--- config.mk ---
export PLATFORM = sky130hd
export DESIGN_NAME = mult_shift_add_sixteen_bit
export DESIGN_NICKNAME = d
export VERILOG_FILES = /design/src/rtl/mult_pkg.sv /design/src/rtl/full_adder_sixteen_bit.sv /design/src/rtl/mult_shift_add_sixteen_bit.sv
export SDC_FILE = /design/constraint.sdc
export NUM_CORES = 1
export LEC_CHECK = 0
export CORE_MARGIN = 2
export CORE_UTILIZATION = 35
export DETAILED_ROUTE_END_ITERATION = 8
export PLACE_DENSITY_LB_ADDON = 0.15
export REMOVE_ABC_BUFFERS = 1
export SETUP_SLACK_MARGIN = 0.1
export SLEW_MARGIN = 30
export SYNTH_ARGS = -nofsm -noshare
export SYNTH_HDL_FRONTEND = slang
export SYNTH_HIERARCHICAL = 1
export SYNTH_SLANG_ARGS = --single-unit
--- constraint.sdc ---
create_clock -name clk -period 12.9 [get_ports clk]
set_input_delay 1.935 -clock clk [delete_from_list [all_inputs] [get_ports clk]]
set_output_delay 1.935 -clock clk [all_outputs]
set_load 0.02 [all_outputs]
--- src/rtl/mult_pkg.sv ---
// rtl/mult_pkg.sv - shared types and constants for the shift-add multiplier
package mult_pkg;

    typedef enum logic [1:0] {
        IDLE = 2'd0,
        RUN  = 2'd1,
        DONE = 2'd2
    } mult_state_t;

    // One add-and-shift step per multiplier bit.
    localparam int MULT_ITERS = 16;
    localparam int CNT_W      = 4;

endpackage

--- src/rtl/full_adder_sixteen_bit.sv ---
// rtl/full_adder_sixteen_bit.sv - 16-bit ripple-carry adder stage
//
// Ports:
//   i_inp0, i_inp1 : 16-bit addends
//   i_cin          : carry in
//   o_sum          : 16-bit sum
//   o_cout         : carry out (17th bit of the result)
module full_adder_sixteen_bit (
    input  logic [15:0] i_inp0,
    input  logic [15:0] i_inp1,
    input  logic        i_cin,
    output logic [15:0] o_sum,
    output logic        o_cout
);

    logic [16:0] w_carry;

    assign w_carry[0] = i_cin;

    for (genvar g = 0; g < 16; g++) begin : g_bit
        assign o_sum[g]     = i_inp0[g] ^ i_inp1[g] ^ w_carry[g];
        assign w_carry[g+1] = (i_inp0[g] & i_inp1[g]) |
                              (w_carry[g] & (i_inp0[g] ^ i_inp1[g]));
    end

    assign o_cout = w_carry[16];

endmodule

--- src/rtl/mult_shift_add_sixteen_bit.sv ---
// rtl/mult_shift_add_sixteen_bit.sv - multi-cycle unsigned 16x16->32 shift-add multiplier
//
// Ports:
//   clk    : rising-edge clock
//   reset  : synchronous active-high reset
//   start  : request, accepted only in IDLE or DONE
//   mcand  : multiplicand, captured on accepted start
//   mplier : multiplier, captured on accepted start
//   busy   : high while iterating
//   done   : one-cycle pulse, hi/lo hold the final product
//   hi, lo : product[31:16], product[15:0]
module mult_shift_add_sixteen_bit
    import mult_pkg::*;
(
    input  logic        clk,
    input  logic        reset,
    input  logic        start,
    input  logic [15:0] mcand,
    input  logic [15:0] mplier,
    output logic        busy,
    output logic        done,
    output logic [15:0] hi,
    output logic [15:0] lo
);

    mult_state_t      r_state;
    logic [CNT_W-1:0] r_count;
    logic [15:0]      r_mcand;
    logic [31:0]      r_product;
    logic             r_busy;
    logic             r_done;

    logic [15:0]      w_addend;
    logic [15:0]      w_sum;
    logic             w_cout;

    // Multiplier bits are consumed from product[0]; the upper half accumulates.
    assign w_addend = r_product[0] ? r_mcand : 16'h0000;

    full_adder_sixteen_bit u_adder (
        .i_inp0 (r_product[31:16]),
        .i_inp1 (w_addend),
        .i_cin  (1'b0),
        .o_sum  (w_sum),
        .o_cout (w_cout)
    );

    always_ff @(posedge clk) begin
        if (reset) begin
            r_state   <= IDLE;
            r_count   <= '0;
            r_mcand   <= 16'h0000;
            r_product <= 32'h0000_0000;
            r_busy    <= 1'b0;
            r_done    <= 1'b0;
        end else begin
            case (r_state)
                IDLE, DONE: begin
                    if (start) begin
                        r_mcand   <= mcand;
                        r_product <= {16'h0000, mplier};
                        r_count   <= '0;
                        r_state   <= RUN;
                        r_busy    <= 1'b1;
                        r_done    <= 1'b0;
                    end else begin
                        r_state   <= IDLE;
                        r_busy    <= 1'b0;
                        r_done    <= 1'b0;
                    end
                end
                RUN: begin
                    // Carry-out becomes bit 31 so no partial-sum bit is lost on the shift.
                    r_product <= {w_cout, w_sum, r_product[15:1]};
                    r_count   <= r_count + 1'b1;
                    if (r_count == CNT_W'(MULT_ITERS - 1)) begin
                        r_state <= DONE;
                        r_busy  <= 1'b0;
                        r_done  <= 1'b1;
                    end
                end
                default: begin
                    r_state <= IDLE;
                    r_busy  <= 1'b0;
                    r_done  <= 1'b0;
                end
            endcase
        end
    end

    assign busy = r_busy;
    assign done = r_done;
    assign hi   = r_product[31:16];
    assign lo   = r_product[15:0];

endmodule
## Word-level counts from Yosys, hierarchy flattened

Index checks and enable logic that the tools add are counted.
W data, S select, Z words.

- Register bits after elaboration: 56
- Input port bits: 35
- Output and inout port bits: 34
- Word-level logic and storage cells: 107

- Add/sub/neg operators: 1
- Eq/ne operators: 5
- Muxes and demuxes: 11
- Bitwise operators: 78
- Reductions and logical operators: 6

Operators by type and width:

| cell | count |
|---|---|
| $pmux W32 S2 | 1 |
| $mux W32 | 1 |
| $and A1 B1 Y1 | 31 |
| $xor A1 B1 Y1 | 31 |
| $mux W16 | 1 |
| $or A1 B1 Y1 | 15 |
| $pmux W4 S2 | 1 |
| $add A4 B1 Y4 const B | 1 |
| $eq A4 B4 Y1 const B | 1 |
| $mux W4 | 1 |
| $ne A2 B2 Y1 const B | 2 |
| $pmux W2 S2 | 1 |
| $reduce_and A2 Y1 | 2 |
| $reduce_or A2 Y1 | 2 |
| $mux W1 | 3 |
| $eq A2 B1 Y1 const B | 1 |
| $eq A2 B2 Y1 const B | 1 |
| $logic_not A2 Y1 | 1 |
| $mux W2 | 1 |
| $pmux W1 S2 | 1 |
| $reduce_bool A2 Y1 | 1 |
| $not A1 Y1 | 1 |

## Depth between registers and ports, before layout

Gate-level depths: netlist (run 1).

- Depth in word-level cells: 33
- Mapped depth: 22
- Mapped depth without buffers: 22

## By module

Netlist (run 1), hierarchy kept.

Modules (own cells, without submodules):

| module | times used | cells an instance | area each (µm²) | sequential area each (µm²) |
|---|---|---|---|---|
| mult_shift_add_sixteen_bit | 1 | 231 | 2139.6 | 1121.1 |
| full_adder_sixteen_bit | 1 | 26 | 357.8 | 0.0 |

## Worst setup path before layout (run 1)

No wires, ideal clock.

- Kind: register to register
- Start: reg r_product[0]
- End: reg r_product[30]
- Arrival: 6754 ps
- Data required time: 12840 ps
- Slack: 6087 ps
- Stages on the path, launching flop included: 23
- Path through: dfxtp_1 -> and2_1 -> fa_1 -> inv_1 -> fa_1 -> inv_1 -> fa_1 -> fa_1 -> fa_1 -> fa_1 -> fa_1 -> fa_1 -> fa_1 -> fa_1 -> fa_1 -> fa_1 -> fa_1 -> fa_1 -> fa_1 -> inv_1 -> fa_1 -> inv_1 -> a22o_1

- Longest elaborated chain between the ends: 32

Ends and longest elaborated chain:

| item | RTL line | source |
|---|---|---|
| start, declared | mult_shift_add_sixteen_bit.sv:29 | `logic [31:0] r_product;` |
| start signal, assigned | mult_shift_add_sixteen_bit.sv:61 | `r_product <= {16'h0000, mplier};` |
| start signal, assigned | mult_shift_add_sixteen_bit.sv:74 | `r_product <= {w_cout, w_sum, r_product[15:1]};` |
| $mux W16 | mult_shift_add_sixteen_bit.sv:38 | `assign w_addend = r_product[0] ? r_mcand : 16'h0000;` |
| net w_addend[0] | mult_shift_add_sixteen_bit.sv:33 | `logic [15:0] w_addend;` |
| $and A1 B1 Y1 | full_adder_sixteen_bit.sv:22 | `assign w_carry[g+1] = (i_inp0[g] & i_inp1[g]) \|` |
| $and A1 B1 Y1 | full_adder_sixteen_bit.sv:23 | `(w_carry[g] & (i_inp0[g] ^ i_inp1[g]));` |
| $or A1 B1 Y1 | full_adder_sixteen_bit.sv:22 |  |
| $and A1 B1 Y1 | full_adder_sixteen_bit.sv:23 |  |
| $or A1 B1 Y1 | full_adder_sixteen_bit.sv:22 |  |
| $and A1 B1 Y1 | full_adder_sixteen_bit.sv:23 |  |
| (+18 left out) | -- |  |
| $or A1 B1 Y1 | full_adder_sixteen_bit.sv:22 |  |
| $and A1 B1 Y1 | full_adder_sixteen_bit.sv:23 |  |
| $or A1 B1 Y1 | full_adder_sixteen_bit.sv:22 |  |
| $and A1 B1 Y1 | full_adder_sixteen_bit.sv:23 |  |
| $or A1 B1 Y1 | full_adder_sixteen_bit.sv:22 |  |
| $xor A1 B1 Y1 | full_adder_sixteen_bit.sv:21 | `assign o_sum[g] = i_inp0[g] ^ i_inp1[g] ^ w_carry[g];` |
| net w_sum[15] | mult_shift_add_sixteen_bit.sv:34 | `logic [15:0] w_sum;` |
| $pmux W32 S2 | mult_shift_add_sixteen_bit.sv:57 | `case (r_state)` |

The timed path passes the listed nets, and every way through them passes these cells.
A chain may end at the register's enable or synchronous reset.

## Worst setup path after layout (run 1)

Same ends and word-level chain as after synthesis.

==> impl_metrics.ini, run 1 <==
[synthesis]
yosysTopAreaCell = dfxtp_1
yosysUniqueCellTypes = 28
synth_top_area_frac = 0.449
ys_top_cells_by_area = dfxtp_1, fa_1, a21oi_1, a22o_1, a22oi_1
ys_ff_latch = 56
ys_seq_area_frac = 0.449
syn_inst = 257
synth_area_um2 = 2500
avgSynthCellArea_um2 = 9.72
yosysWarnings = 6

[global_routing]
grt_pass1_wl_um = 9180
antenna_found_initial = 0
track_usage = 0.150
grt_pass1_vias = 1943
overflow = 0
grt_max_degree = 43

[setup_path]
cpPeakStageDelay_ps = 460
crit_fanout = 18
crit_required_ps = 13160
regToRegEndpoint = r_product[30]
cp.buffers_inverters = 4
critPathSlowestCell = dfxtp_1
startpoint = r_product[0]
start_kind = register
endpoint = r_product[30]
crit_family = adder cells
cp_common_cell = fa_1
rr_startpoint = r_product[0]
crit_path_end_kind = register
ff2ff_setup_slack_ps = 5790
ff2ff_path_depth = 22
crit_type = reg -> reg
cp.depth = 22
worstPathArrival_ps = 7360
crit_chain = and2_1, fa_1, inv_1, fa_1, inv_1, fa_1, fa_1, fa_1, fa_1, fa_1, fa_1, fa_1, fa_1, fa_1, fa_1, fa_1, fa_1, fa_1, inv_1, fa_1, inv_1, a22o_1

[detailed_routing]
firstDrtPassIters = 4
drt-total-wl_um = 5440
wl_per_cell_um = 13.3
dr_total_vias = 1972
drcViolationCount = 0
ant_nets = 0
drt_iter0_markers = 116
viasPerCell = 4.81

[cells_and_area]
n_antenna_cell = 0
drive_above_1_share = 0.0414
utilization = 0.481
final_nets = 365
fin_area_um2 = 3290
layout.cells.most_common_list = clkdlybuf4s50_1, dfxtp_1, a21oi_1, nand2_1, nand3_1
fin_cells = 410
layout_commonest_cell = clkdlybuf4s50_1
area_delta_synth_final_pct = 31.6

[job]
cap_violations = 0

[sta]
max_freq_ghz = 0.141
min_period_over_period = 0.551
setup_tns_ps = 0
fin_crit_ps = 7110
fin_ws_ps = 5790
slew_violations = 0
worstMarginPinSlew_ps = 864
finalSetupViolCount = 0
final_hold_viol_count = 0
relSlewSlack = 0.422
hold_slack_ps = 453
finClkSkew_ps = 4.62
rsz0062_at_grt = no

[clock_network]
cts_buffers = 5
clock_latency_ps = 310
htreeDepth = 2
cts_tree = done
cts_setup_buffers = 0
cts-resized-gates = 0
root_buffer = clkbuf_8
clockBufferDepth = 2
clk_pin_slew_ps = 100
cts_num_sinks = 56
cts_hold_buffers = 0

[die]
io_pins = 69
die_height_um = 88.5
dieWidth_um = 88.5
core_um2 = 6830
start_util = 0.366
num_rows = 30
die-area_um2 = 7830

[placed_design]
portBuffers = 68
placed_area_um2 = 3200
dp_slack_ps = 5780
dp.cells = 402
hpwl_um = 3630
place_congestion = 0.708

[power]
p_leak_nw = 1.26
ir_drop_v = 0.0000516
power_mw = 0.337
p_per_area_nw_per_um2 = 103

[status]
status = complete, no violations

[worst_hold_path]
hp-class = reg -> reg
## synth_stat cells, drive strengths merged
library cell	count
a21oi	36
mux2	2
dfxtp	56
a31oi	1
and2b	1
conb	1
inv	10
nand3	19
a211oi	1
nor2b	1
nand4	1
ha	1
a22o	17
clkbuf	2
nor3	3
nor2	3
a22oi	16
and2	16
buf	18
nor3b	1
nand2	32
fa	16
nand2b	3
## how the worst min path moves through the flow
| stage | from | end | slack [ps] | depth (start not counted) |
|---|---|---|---|---|
| global placement | r_mcand[8] | r_mcand[8] | 440 | 2 |
| global route | r_mcand[1] | r_mcand[1] | 480 | 2 |
| CTS | r_mcand[3] | r_mcand[3] | 460 | 2 |
| floorplan | r_mcand[0] | r_mcand[0] | 430 | 2 |
| detailed placement | r_mcand[4] | r_mcand[4] | 440 | 2 |
| finish | r_mcand[10] | r_mcand[10] | 450 | 2 |
## power by group
group | switching (mW) | total (mW) | internal, mW
logic | 0.0271 | 0.0515 | 0.0244
registers | 0.00570 | 0.186 | 0.181
clock network | 0.0556 | 0.0996 | 0.0440
## layout make-up
type / instances / area [um^2]
repair buffers: 69 / 683
flip-flops and latches: 56 / 1120
multi-input cells: 171 / 1230
inverters: 10 / 37.5
fillers: 701 / 3550
clock buffers: 8 / 90.1
well taps: 96 / 120
## kinds of logic after synthesis
family	after synthesis	share of synthesized area
AND/OR/NAND/NOR	80	0.162
AO/OA/AOI/OAI	71	0.185
flip-flops	56	0.449
buffers and inverters	30	0.0601
adder cells (fa/ha/maj)	17	0.133
multiplexers	2	0.00902
other	1	0.00150
## state kept, by name (all words and copies together), names as in the netlist
signal,cells
done,1
r_mcand,16
r_state,2
r_product,32
r_count,4
busy,1
## routing by layer
layer	up-vias	track usage	wire length [um]
met2	44	0.234	2550
met3	7	0.0326	249
met1	930	0.206	2550
met5	-	0	0
li1	991	-	-
met4	0	0.0537	82
## worst register-to-register path, cell delays in order, from the launching register on
cell and delay (ps):
dfxtp_1 460, and2_1 240, fa_1 390, inv_1 80
fa_1 150, inv_1 50, fa_1 380, fa_1 390
fa_1 390, fa_1 400, fa_1 400, fa_1 390
fa_1 380, fa_1 390, fa_1 390, fa_1 380
fa_1 380, fa_1 390, fa_1 370, inv_1 70
fa_1 400, inv_1 60, a22o_1 120
Note: power is estimated with default switching activity, not from simulation.
==> run 2, diff against run 1 <==
clock period = 7.12 ns   (was 12.9 ns; I/O delays follow)
==> run 2 against run 1 <==
Global-route usage decreased by 0.24 points; sequential cell count is the same; core utilization grew 0.29 points; hold slack about the same; routed wire length up 0.59%; clock skew grew 2.3 ps; first-iteration DRC count shrank 25%; highest routed layer unchanged; non-clock buffer count up 1; clock power increased by 79%; die area unchanged; fmax rose by 5.7%; combinational power grew 86%.
==> impl_metrics.ini, run 2 (synthesis gave the netlist of run 1 again) <==
[cells_and_area]
n_antenna_cell = 0
final_nets = 366
largest_reg_flops = 32
largest-register = r_product
layout_commonest_cell = clkdlybuf4s50_1
drive_above_1_share = 0.0635
area_delta_synth_final_pct = 32.4
fin_cells = 411
layout.cells.most_common_list = clkdlybuf4s50_1, dfxtp_1, a21oi_1, nand2_1, nand3_1
top_regs = r_product: 32 flops, r_mcand: 16 flops, r_count: 4 flops

[sta]
max_freq_ghz = 0.149
slew_violations = 0
final_hold_viol_count = 0
finClkSkew_ps = 6.89
fin_crit_ps = 6730
setup_tns_ps = 0
rsz0062_at_grt = no
hold_slack_ps = 453
finalSetupViolCount = 0
min_period_over_period = 0.945
relSlewSlack = 0.429
worstMarginPinSlew_ps = 855

[global_routing]
grt_pass1_vias = 1924
grt_pass1_wl_um = 9130
track_usage = 0.148
overflow = 0
antenna_found_initial = 0
grt_max_degree = 43

[detailed_routing]
firstDrtPassIters = 5
wl_per_cell_um = 13.3
viasPerCell = 4.90
drt-total-wl_um = 5470
ant_nets = 0
drt_iter0_markers = 87
drcViolationCount = 0
dr_total_vias = 2015

[clock_network]
clk_pin_slew_ps = 100
cts_num_sinks = 56
cts_setup_buffers = 0
cts_tree = done
htreeDepth = 2
root_buffer = clkbuf_8
clockBufferDepth = 2
clock_latency_ps = 300
cts_buffers = 5

[placed_design]
hpwl_um = 3650
portBuffers = 68
dp.cells = 403
place_congestion = 0.713

[die]
io_pins = 69
num_rows = 30
die-area_um2 = 7830
start_util = 0.366
core_um2 = 6830
dieWidth_um = 88.5
die_height_um = 88.5

[setup_path]
crit_type = reg -> reg
crit_path_end_kind = register
crit_fanout = 2
crit_required_ps = 7370
start_kind = register
rr_startpoint = r_product[0]
worstPathArrival_ps = 6970
startpoint = r_product[0]

[power]
p_leak_nw = 1.26
ir_drop_v = 0.0000768
p_per_area_nw_per_um2 = 185
power_mw = 0.611

[worst_hold_path]
holdCritStartpoint = r_mcand[4]
hp-class = reg -> reg

[status]
status = complete, no violations

[job]
cap_violations = 0
## run 2: cell count changes in the layout (fill, tap and decap cells not counted), sizes merged
cell,previous run,this run
clkinv,0,2
buf,2,3
clkbuf,8,6
## run 2: final timing paths
check	depth (start not counted)	to	slack, ps
max	22	r_product[30]	390
min	2	r_mcand[4]	450
max reg2reg	22	r_product[30]	390
min reg2reg	2	r_mcand[4]	450
## run 2: where the power goes
part | switching (mW) | internal, mW | leakage (nW)
registers | 0.00916 | 0.327 | 0.457
logic | 0.0511 | 0.0448 | 0.754
clock network | 0.100 | 0.0779 | 0.0510
total | 0.161 | 0.450 | 1.26
## run 2: per-stage QoR
step | setup WS, ps | cell area [um^2] | util
finish | 394 | 3310 | 0.484
floorplan | 239 | 2380 | -
global placement | 315 | 3200 | 0.469
CTS | 181 | 3300 | 0.482
global route | 131 | 3310 | 0.484
detailed placement | 199 | 3200 | 0.469
## run 2: cell type report
class | instances | area (um^2)
Fill cell | 692 | 3530
Multi-Input combinational cell | 171 | 1240
Sequential cell | 56 | 1120
Timing Repair Buffer | 70 | 691
Tap cell | 96 | 120
Clock buffer | 6 | 82.6
Inverter | 10 | 37.5
Clock inverter | 2 | 10.0
## run 2: worst max-delay path, cell delays in order, from the launching register on
cell and delay [ps]:
dfxtp_1 320, and2_1 170, fa_1 390, inv_1 80
fa_1 150, inv_1 50, fa_1 380, fa_2 350
fa_1 390, fa_2 350, fa_1 390, fa_1 390
fa_1 380, fa_1 380, fa_1 380, fa_1 390
fa_2 350, fa_2 340, fa_1 370, inv_1 70
fa_1 400, inv_1 60, a22o_1 120
## run 2: repair_timing
item                                    in CTS  in global routing
endpoints found under the setup margin       0                  2
hold buffers                                 0                  0
hold endpoints to repair                     0                  0
gates resized for setup                      0                  4
## run 2: routing by layer
metal / track usage / up-vias / wire, um
met3: 0.0354 / 2 / 238
met4: 0.0331 / 0 / 30
met1: 0.204 / 974 / 2600
met2: 0.236 / 50 / 2610
li1: - / 989 / -
met5: 0 / - / 0
==> run 3, diff against run 2 <==
CAP_MARGIN = 20   (was default)
CTS_CLUSTER_SIZE = 28   (was default)
DONT_BUFFER_PORTS = 1   (was default)
==> run 3 against run 2 <==
Via count shrank 13%; sequential share of layout area rose by 8.6 points; cell count fell by 17%; critical path type unchanged; largest cell class unchanged.
==> impl_metrics.ini, run 3 (synthesis gave the netlist of run 1 again) <==
[sta]
setup_tns_ps = 0
fin_crit_ps = 6750
min_period_over_period = 0.948
slew_violations = 0
finalSetupViolCount = 0
final_hold_viol_count = 0
worstMarginPinSlew_ps = 867
rsz0062_at_grt = no
relSlewSlack = 0.421
max_freq_ghz = 0.148
finClkSkew_ps = 9.74

[die]
die_height_um = 88.5
core_um2 = 6830
start_util = 0.366
num_rows = 30
dieWidth_um = 88.5
die-area_um2 = 7830
io_pins = 69

[cells_and_area]
layout.cells.most_common_list = dfxtp_1, a21oi_1, nand2_1, nand3_1, a22o_1
drive_above_1_share = 0.0648
top_regs = r_product: 32 flops, r_mcand: 16 flops, r_count: 4 flops
utilization = 0.386
largest-register = r_product
final_nets = 298
layout_commonest_cell = dfxtp_1
area_delta_synth_final_pct = 5.71
fin_area_um2 = 2640
n_antenna_cell = 0
largest_reg_flops = 32
nFillCells = 714

[detailed_routing]
ant_nets = 0
firstDrtPassIters = 4
wl_per_cell_um = 15.2
drcViolationCount = 0
drt_iter0_markers = 79
dr_total_vias = 1759
drt-total-wl_um = 5220
viasPerCell = 5.13

[global_routing]
track_usage = 0.137
grt_pass1_vias = 1718
grt_pass1_wl_um = 8380
overflow = 0
antenna_found_initial = 0
grt_max_degree = 43

[setup_path]
critPathSlowestCell = fa_1
crit_chain = and2_1, fa_1, inv_1, fa_1, inv_1, fa_1, fa_2, fa_1, fa_1, fa_2, fa_1, fa_1, fa_1, fa_1, fa_1, fa_1, fa_1, fa_1, inv_1, fa_1, inv_1, a22o_1
start_kind = register
endpoint = r_product[30]
crit_required_ps = 7370
startpoint = r_product[0]
regToRegEndpoint = r_product[30]
cpPeakStageDelay_ps = 400
crit_path_end_kind = register
ff2ff_path_depth = 22
ff2ff_setup_slack_ps = 370
crit_fanout = 2
worstPathArrival_ps = 7000
rr_startpoint = r_product[0]
cp_common_cell = fa_1
crit_type = reg -> reg

[placed_design]
place_congestion = 0.673
placed_area_um2 = 2530
portBuffers = 0
hpwl_um = 3480

[status]
status = complete, no violations

[clock_network]
cts_hold_buffers = 0
cts_setup_buffers = 0
root_buffer = clkbuf_8
htreeDepth = 2
cts-resized-gates = 0
clockBufferDepth = 2
cts_buffers = 5
clock_latency_ps = 310
clk_pin_slew_ps = 100
cts_tree = done
cts_num_sinks = 56

[power]
power_mw = 0.604
p_per_area_nw_per_um2 = 229
p_leak_nw = 1.02
ir_drop_v = 0.000114

[worst_hold_path]
hp-class = reg -> reg

[job]
cap_violations = 0
-- run 3: critical path: cells and delay by family, from the launching register on --
kind | cells | cell delay, ps
buf+inv | 4 | 250
compound gates | 1 | 120
flops | 1 | 320
fa+ha+maj | 16 | 5830
simple gates | 1 | 160
-- run 3: how the worst min path moves through the flow --
stage,endpoint,depth (start not counted),from
6_report,r_mcand[1],2,r_mcand[1]
5_1_grt,r_mcand[12],2,r_mcand[12]
4_1_cts,r_mcand[4],2,r_mcand[4]
3_5_place_dp,r_mcand[4],2,r_mcand[4]
3_3_place_gp,r_mcand[4],2,r_mcand[4]
2_1_floorplan,r_mcand[0],2,r_mcand[0]
-- run 3: per-layer routing --
layer  vias up  global-route usage  part of all wire
met1       850               0.181              0.48
met5         -                   0                 0
met3         7              0.0420             0.059
met2        45               0.218              0.45
met4         0              0.0413             0.012
li1        857                   -                 -
-- run 3: report_power, final --
part / internal [mW] / switching [mW] / total [mW]
Sequential: 0.327 / 0.0188 / 0.346
Clock: 0.105 / 0.104 / 0.209
Combinational: 0.0172 / 0.0324 / 0.0496
-- run 3: through the flow --
step,instances,worst slack [ps],hold WS [ps]
6_report,343,373,450
5_1_grt,343,115,465
4_1_cts,343,238,452
3_5_place_dp,335,254,437
3_3_place_gp,335,306,432
2_1_floorplan,237,239,426
-- run 3: area by class of cell --
type / instances / area [um^2] / area share
inverters: 10 / 37.5 / 0.0142
clock inverters: 2 / 35.0 / 0.0133
clock buffers: 6 / 72.6 / 0.0275
flip-flops and latches: 56 / 1120 / 0.425
repair buffers: 2 / 15.0 / 0.00569
multi-input cells: 171 / 1240 / 0.469
well taps: 96 / 120 / 0.0455
